`src/rtl/led_share_arbiter.sv`:
```
// Round-robin owner selection for a shared LED bank.
// Registered grant/LED outputs, hold-time preemption, one blank cycle between owners.
module led_share_arbiter #(
    parameter int NO_OF_LEDS = 4,
    parameter int NO_OF_REQ  = 4,
    parameter int MAX_HOLD   = 64
) (
    input  logic                            clk,
    input  logic                            resetn,
    input  logic [NO_OF_REQ-1:0]            req,
    input  logic [NO_OF_REQ*NO_OF_LEDS-1:0] req_pattern,
    output logic [NO_OF_REQ-1:0]            grant,
    output logic [$clog2(NO_OF_REQ)-1:0]    owner_id,
    output logic                            busy,
    output logic [NO_OF_LEDS-1:0]           led_out
);

    localparam int OWNER_W = $clog2(NO_OF_REQ);
    localparam int HOLD_W  = $clog2(MAX_HOLD + 1);
    localparam logic [OWNER_W-1:0] LAST_RST = OWNER_W'(NO_OF_REQ - 1);
    localparam logic [HOLD_W-1:0]  HOLD_MAX = HOLD_W'(MAX_HOLD);

    typedef enum logic [1:0] {
        S_IDLE,
        S_GRANT,
        S_GAP
    } state_t;

    state_t                 r_state;
    state_t                 w_state_nxt;
    logic [NO_OF_REQ-1:0]   r_grant;
    logic [NO_OF_REQ-1:0]   w_grant_nxt;
    logic [OWNER_W-1:0]     r_owner;
    logic [OWNER_W-1:0]     w_owner_nxt;
    logic [OWNER_W-1:0]     r_last;
    logic [OWNER_W-1:0]     w_last_nxt;
    logic [HOLD_W-1:0]      r_hold;
    logic [HOLD_W-1:0]      w_hold_nxt;
    logic [NO_OF_LEDS-1:0]  r_led;
    logic [NO_OF_LEDS-1:0]  w_led_nxt;

    logic                   w_found_hi;
    logic                   w_found_lo;
    logic [OWNER_W-1:0]     w_win_hi;
    logic [OWNER_W-1:0]     w_win_lo;
    logic                   w_found;
    logic [OWNER_W-1:0]     w_win;
    logic [NO_OF_REQ-1:0]   w_win_oh;
    logic                   w_own_req;
    logic                   w_others;
    logic [NO_OF_LEDS-1:0]  w_pat;

    // Two passes: indices above last owner first, then wrap to the low half.
    always_comb begin
        w_found_hi = 1'b0;
        w_found_lo = 1'b0;
        w_win_hi   = '0;
        w_win_lo   = '0;
        for (int i = NO_OF_REQ - 1; i >= 0; i--) begin
            if (req[i] && (OWNER_W'(i) > r_last)) begin
                w_found_hi = 1'b1;
                w_win_hi   = OWNER_W'(i);
            end
            if (req[i] && (OWNER_W'(i) <= r_last)) begin
                w_found_lo = 1'b1;
                w_win_lo   = OWNER_W'(i);
            end
        end
    end

    assign w_found   = w_found_hi | w_found_lo;
    assign w_win     = w_found_hi ? w_win_hi : w_win_lo;
    assign w_win_oh  = NO_OF_REQ'(1) << w_win;
    assign w_own_req = |(req & r_grant);
    assign w_others  = |(req & ~r_grant);

    always_comb begin
        w_pat = '0;
        for (int i = 0; i < NO_OF_REQ; i++) begin
            if (r_owner == OWNER_W'(i)) begin
                w_pat = req_pattern[i*NO_OF_LEDS +: NO_OF_LEDS];
            end
        end
    end

    always_comb begin
        w_state_nxt = r_state;
        w_grant_nxt = r_grant;
        w_owner_nxt = r_owner;
        w_last_nxt  = r_last;
        w_hold_nxt  = r_hold;
        w_led_nxt   = '0;
        unique case (r_state)
            S_IDLE, S_GAP: begin
                w_state_nxt = S_IDLE;
                w_grant_nxt = '0;
                if (w_found) begin
                    w_state_nxt = S_GRANT;
                    w_grant_nxt = w_win_oh;
                    w_owner_nxt = w_win;
                    w_last_nxt  = w_win;
                    w_hold_nxt  = HOLD_W'(1);
                end
            end
            S_GRANT: begin
                if (!w_own_req || ((r_hold == HOLD_MAX) && w_others)) begin
                    w_state_nxt = S_GAP;
                    w_grant_nxt = '0;
                end else begin
                    w_led_nxt = w_pat;
                    if (r_hold != HOLD_MAX) begin
                        w_hold_nxt = r_hold + HOLD_W'(1);
                    end
                end
            end
            default: begin
                w_state_nxt = S_IDLE;
                w_grant_nxt = '0;
            end
        endcase
    end

    always_ff @(posedge clk or negedge resetn) begin
        if (!resetn) begin
            r_state <= S_IDLE;
            r_grant <= '0;
            r_owner <= '0;
            r_last  <= LAST_RST;
            r_hold  <= '0;
            r_led   <= '0;
        end else begin
            r_state <= w_state_nxt;
            r_grant <= w_grant_nxt;
            r_owner <= w_owner_nxt;
            r_last  <= w_last_nxt;
            r_hold  <= w_hold_nxt;
            r_led   <= w_led_nxt;
        end
    end

    assign grant    = r_grant;
    assign owner_id = r_owner;
    assign busy     = (r_state == S_GRANT);
    assign led_out  = r_led;

endmodule

```
`config.mk`:
```
export PLATFORM = sky130hd
export DESIGN_NAME = led_share_arbiter
export DESIGN_NICKNAME = d
export VERILOG_FILES = /design/src/rtl/led_share_arbiter.sv
export SDC_FILE = /design/constraint.sdc
export NUM_CORES = 1
export LEC_CHECK = 0
export BUFFER_PORTS_ARGS = -buffer_cell sky130_fd_sc_hd__buf_2
export CAP_MARGIN = 40
export CORE_MARGIN = 1.5
export CORE_UTILIZATION = 50
export CTS_CLUSTER_SIZE = 8
export DETAILED_ROUTE_END_ITERATION = 10
export PLACE_DENSITY = 0.77
export SLEW_MARGIN = 5
export SYNTH_ARGS = -nofsm -noshare
export SYNTH_HDL_FRONTEND = slang
export SYNTH_SLANG_ARGS = --single-unit
```
`constraint.sdc`:
```
create_clock -name clk -period 2 [get_ports clk]
set_input_delay 0.3 -clock clk [delete_from_list [all_inputs] [get_ports clk]]
set_output_delay 0.3 -clock clk [all_outputs]
set_load 0.03 [all_outputs]
```
==> results of run 1 <==
[synth_stat cells, types with 3 or more instances]
master	number	area [µm²]
nand2b_1	3	18.77
nor2_1	9	33.78
mux4_2	4	90.09
a31oi_1	4	25.02
o211ai_1	3	22.52
and2_2	3	22.52
a21oi_1	3	15.01
nand2_1	8	30.03
inv_1	10	37.54
nand3_1	4	20.02
dfrtp_1	19	475.5
o21ai_0	6	30.03
[cells in the final DEF (no fill, tap or decap), types with 2 or more instances in the layout]
cell,n
buf_2,32
nand3_1,4
nand2b_1,3
mux4_2,4
dfstp_2,2
a31oi_1,4
o211ai_1,3
and2_2,3
inv_1,10
clkbuf_4,3
dfrtp_1,19
or2b_1,2
o21ai_0,6
nand2_1,8
nor2_1,9
nor3_1,2
ha_1,2
a21oi_1,3
a22o_2,2
a22oi_1,2
[worst reg2reg max path, delay by kind of cell, from the launching register on]
family / cells / cell delay (ns)
AOI/OAI and AO/OA: 3 / 0.95
and+or+nand+nor: 2 / 0.39
DFF: 1 / 0.37
[repair_timing]
action / CTS / global route
hold endpoints to repair: 19 / 0
resized for setup: 0 / 0
hold buffers: 1 / 0
buffers inserted: 0 / 0
[layout make-up]
class,count,area share
Clock buffer,3,0.01600
Multi-Input combinational cell,77,0.4249
Inverter,11,0.02933
Clock inverter,1,0.003556
Sequential cell,21,0.3751
Tap cell,28,0.02489
Timing Repair Buffer,34,0.1262
[per-layer routing]
layer	GRT usage	vias up	part of all wire
met3	0.03736	9	0.042
met2	0.3932	32	0.50
li1	-	475	-
met5	0	-	0
met4	0.1140	0	0.025
met1	0.2529	482	0.43
[where the power goes]
| part | switching (mW) | leakage [nW] | internal [mW] |
|---|---|---|---|
| clock network | 0.130 | 0.0177 | 0.0748 |
| registers | 0.158 | 0.271 | 0.583 |
| logic | 0.578 | 0.383 | 0.373 |
| total | 0.866 | 0.671 | 1.03 |
[flip-flops by register name, indices dropped and copies added, names as in the netlist]
name      cells
r_hold        7
r_state       2
grant         4
r_last        2
owner_id      2
led_out       4
[through the flow]
stage | hold WS [ns] | setup WS [ns] | power [mW] | util
after floorplan | 0.004409 | 0.3255 | 1.443 | -
after global placement | 0.2765 | 0.3253 | 1.673 | 0.6193
after detailed placement | 0.2843 | 0.2091 | 1.701 | 0.6193
after CTS | 0.4012 | 0.1866 | 1.907 | 0.6363
after global routing | 0.4120 | 0.09866 | 2.027 | 0.6363
final | 0.4043 | 0.1852 | 1.897 | 0.6363
[cells by family after synthesis]
| kind of cell | Yosys count |
|---|---|
| simple gates | 38 |
| mux | 4 |
| compound gates | 33 |
| flops | 21 |
| fa+ha+maj | 2 |
| buf+inv | 13 |
[worst max path at each step]
stage	startpoint	endpoint	slack, ns	depth (start not counted)
floorplan	grant[1]	r_hold[5]	0.33	5
global placement	r_state[1]	r_hold[5]	0.33	5
detailed placement	r_state[1]	r_hold[5]	0.21	5
CTS	r_state[1]	r_hold[5]	0.19	5
global route	r_state[1]	r_hold[5]	0.1	5
finish	r_state[1]	r_hold[5]	0.19	5
==> run metrics, run 1 <==
status=completed; die area=between 0.002 and 0.003 mm²; diode count=0; Slew Limit Fails=0; crit-path max cell delay=0.37 ns; Clock Root Buffer=clkbuf_4; largest family of logic cells by synthesized area=compound AO/OA/AOI/OAI gates; Hold Vio Cnt, Final=0; IO Port Bufs=32; Mapped Cells=approximately 110; post-layout net count=approximately 170; CTS Sinks=21; crit start category=flop; Synth async-reset ratio=1.000; final setup vio count=0; final RePlAce weighted congestion=roughly 0.87; Req. time, crit path=about 2.2 ns; Worst Path Max Fanout=10; Setup CP Type=flop to flop; Highest Clock Rate=roughly 550 MHz; layout cells sized above 1=0.3946; CTS Buf Count=3; Post-synth EDFFs=0; Die Span X=about 52 µm; Avg Vias per Cell=between 5 and 6; sequential area share after synthesis=0.4480; Synth Area in Adders=0.02123; CP max-delay cell=dfrtp_1; Top delay family on crit path=compound AO/OA/AOI/OAI gates; clk slew on worst S/H paths=~0.12 ns; Worst Hold Path EP=led_out[0]; Seq cells post-synth=21; initial antenna violation count=0; Max Cap Viol=0; Cell Area, Placed=around 0.0014 mm²; synth warn=0; worst hold stages=3; post-synthesis mux area share=0.07643; final non-filler cell area=~0.0014 mm²; TritonCTS clock tree=built; Congestion Overflow GR=0; TNS Setup=0 ns; detailed placement HPWL=approximately 2000 µm; Top FF cell, synth=dfrtp_1; DRC viols=0; Cell variety after synth=between 40 and 50; Worst Setup End Kind=flop; filler instances=187; gr usage total=0.2208; slew margin rel.=0.6839; # rows=17; Post-Place Cells=170; hold crit path type=input port to flop; non-filler cells, final=approximately 180; Syn Area/Cell=approximately 11 µm²; Iteration-0 DRC Markers=30; area of the multi-input gates=598.1 µm²; WL final=~2600 µm; Power Density=roughly 1300 mW/mm²; Skew-Pair Late Insertion Delay=0.31 ns; Compound-Gate Fraction of Synth Area=0.2378; wire length of the first global-routing pass=between 4000 and 5000 µm; reg-to-reg startpoint=r_state[1]; critical path cell sequence=nand2b_1 -> a21oi_4 -> a21boi_4 -> nor2_4 -> o41ai_2; Post-Syn Area=between 0.001 and 0.0015 mm²; RSZ-0062 raised after global routing=false; syn nets=around 140; CTS Buffer Depth=2; H-tree depth=1; register area=around 530 µm²; Routed Antenna Nets=0; Final Cycle Share=0.9074; worst path bufs/invs=0; largest net degree at the start of global routing=22; worst vdd ir=0.8155 mV; clock skew=~0.012 ns; DRT Pass-1 Iters=4; HP Start=req_pattern[8]; crit path DAT=between 2 and 2.5 ns; worst reg2reg setup slack=between 0.15 and 0.2 ns; P_leak=between 0.6 and 0.7 nW; IO Count=33; Vias=998; Tmin final=1.815 ns; XOR/XNOR Fraction of Synth Area=0; capturing point of the worst reg2reg path=r_hold[5]; Initial Util=0.5328; Routed wire per std cell=approximately 15 µm; cells on worst reg2reg path=5; die extent in y=51.55 µm; core region area=around 0.0022 mm²; worst-margin pin slew=about 0.47 ns; vias in the first global route=about 1100; Syn-to-layout area delta=19.43%; Simple-Gate Fraction of Synth Area=0.1720
Note: power is estimated with default switching activity, not from simulation.
==> run 2: changes to the inputs <==
--- a/config.mk
+++ b/config.mk
@@ -7,11 +7,14 @@
 export LEC_CHECK = 0
 export BUFFER_PORTS_ARGS = -buffer_cell sky130_fd_sc_hd__buf_2
 export CAP_MARGIN = 40
+export CELL_PAD_IN_SITES_DETAIL_PLACEMENT = 2
+export CELL_PAD_IN_SITES_GLOBAL_PLACEMENT = 2
+export CORE_ASPECT_RATIO = 0.5
 export CORE_MARGIN = 1.5
-export CORE_UTILIZATION = 50
+export CORE_UTILIZATION = 31
 export CTS_CLUSTER_SIZE = 8
 export DETAILED_ROUTE_END_ITERATION = 10
-export PLACE_DENSITY = 0.77
+export PLACE_DENSITY_LB_ADDON = 0.1
 export SLEW_MARGIN = 5
 export SYNTH_ARGS = -nofsm -noshare
 export SYNTH_HDL_FRONTEND = slang
==> run metrics, run 2 (synthesized netlist as in run 1, its figures left out) <==
Clock Root Buffer=clkbuf_8; Die Span X=approximately 90 µm; DRT Pass-1 Iters=4; die area=0.004203 mm²; Top delay family on crit path=compound AO/OA/AOI/OAI gates; failing checks=hold timing; critical path cell sequence=inv_1 -> ha_1 -> and4_1 -> a21boi_4 -> nor2_4 -> o41ai_2; Syn-to-layout area delta=23.89%; Routed wire per std cell=~17 µm; hold slack=-0.01020 ns; initial antenna violation count=0; Power Density=~1400 mW/mm²; Highest Clock Rate=592.9 MHz; final RePlAce weighted congestion=0.7761; Worst Path Max Fanout=10; Gate power share=0.490; CTS Sinks=21; layout cells sized above 1=0.4054; switch share=0.4517; cts repair resizes=0; Setup CP Type=flop to flop; wire length of the first global-routing pass=5692 µm; hold crit path type=input port to asynchronous set/reset pin; most frequent cells in the layout=buf_2 (32), dfrtp_1 (19), inv_1 (10), nor2_1 (9), nand2_1 (8); Vias=between 1000 and 1500; detailed placement HPWL=2611 µm; IO Port Bufs=32; core region area=0.003528 mm²; Tmin final=roughly 1.7 ns; WL final=between 3000 and 4000 µm; vias in the first global route=around 1100; worst path bufs/invs=1; Skew-Pair Late Insertion Delay=0.27 ns; CP startpoint=r_hold[0]; Avg Vias per Cell=~5.3; Sequential Power Share=0.368; Most flops, register=r_hold; commonest non-fill, non-tap cell in the layout=buf_2; worst-margin pin slew=about 0.52 ns; H-tree depth=1; Req. time, crit path=2.17 ns; Hold Buf Count CTS=0; Worst Setup End Kind=flop; worst vdd ir=0.3437 mV; TritonCTS clock tree=built; CTS Buf Count=3; Pint=between 1 and 1.5 mW; TNS Setup=0 ns; crit-path max cell delay=0.44 ns; Initial Util=0.3340; crit start category=flop; post-layout net count=around 170; die extent in y=46.60 µm; largest net degree at the start of global routing=22; IO Count=33; Slew Limit Fails=0; clock skew=between 0.007 and 0.008 ns; RSZ-0062 raised after global routing=false; Max Cap Viol=0; final setup vio count=0; Clock Power Share=0.143; Final Cycle Share=0.8433; status=finished, violations left; Routed Antenna Nets=0; # rows=15; slew margin rel.=0.6539; Hold Vio Cnt, Final=10; P_leak=slightly below 0.7 nW; DRC viols=0; diode count=0; crit path DAT=1.86 ns; CP max-delay cell=dfrtp_1; CTS Buffer Depth=2; Iteration-0 DRC Markers=26; Congestion Overflow GR=0; Post-CTS Setup Repair Bufs=0; sw power=922.6 µW; gr usage total=0.1799; clk slew on worst S/H paths=around 0.080 ns; max reg flops=7; reg-to-reg startpoint=r_hold[0]; filler instances=between 400 and 500
-- run 2: changes by cell type in the layout (fill, tap and decap cells not counted), sizes merged --
cell,delta
dlygate4sd3,-1
buf,+2
-- run 2: worst paths after layout --
| kind | to | slack [ns] | cells after the start |
|---|---|---|---|
| hold / removal | led_out[2] | -0.01 | 1 |
| setup reg to reg | r_hold[5] | 0.31 | 6 |
| min in group clk | led_out[3] | 0.46 | 3 |
| max in group asynchronous | r_last[0] | 1.65 | 1 |
| hold reg to reg | r_last[0] | 0.54 | 2 |
| setup / recovery | r_hold[5] | 0.31 | 6 |
-- run 2: metrics by stage --
stage          total power, mW  worst slack (ns)  area [µm²]    util  instances
4_1_cts                  2.090            0.2723        1460  0.4138        199
3_3_place_gp             1.756            0.3295        1414  0.4007        195
3_5_place_dp             1.778            0.3020        1414  0.4007        195
6_report                 2.042            0.3135        1460  0.4138        199
5_1_grt                  2.213            0.1648        1460  0.4138        199
2_1_floorplan            1.443            0.3255        1179       -        111
-- run 2: cell type report --
class | instances | area [µm²] | area share
clock buffers | 3 | 41.29 | 0.02828
flip-flops and latches | 21 | 528.0 | 0.3616
clock inverters | 1 | 5.005 | 0.003428
well taps | 51 | 63.81 | 0.04370
multi-input cells | 77 | 598.1 | 0.4096
repair buffers | 35 | 182.7 | 0.1251
inverters | 11 | 41.29 | 0.02828
-- run 2: layer usage --
| layer | share of wire | global-route usage | wire [µm] | up-vias |
|---|---|---|---|---|
| met3 | 0.054 | 0.05941 | 182 | 3 |
| met5 | 0 | 0 | 0 | - |
| li1 | - | - | - | 481 |
| met2 | 0.47 | 0.3333 | 1598 | 29 |
| met1 | 0.47 | 0.2144 | 1567 | 536 |
| met4 | 0.0059 | 0.02857 | 20 | 0 |
-- run 2: power groups by stage --
stage          Combinational, mW  Sequential, mW  Clock (mW)
6_report                    1.00           0.751       0.292
2_1_floorplan              0.599           0.844           0
4_1_cts                     1.02           0.756       0.313
5_1_grt                     1.10           0.782       0.331
3_5_place_dp                1.01           0.763           0
3_3_place_gp               0.997           0.759           0
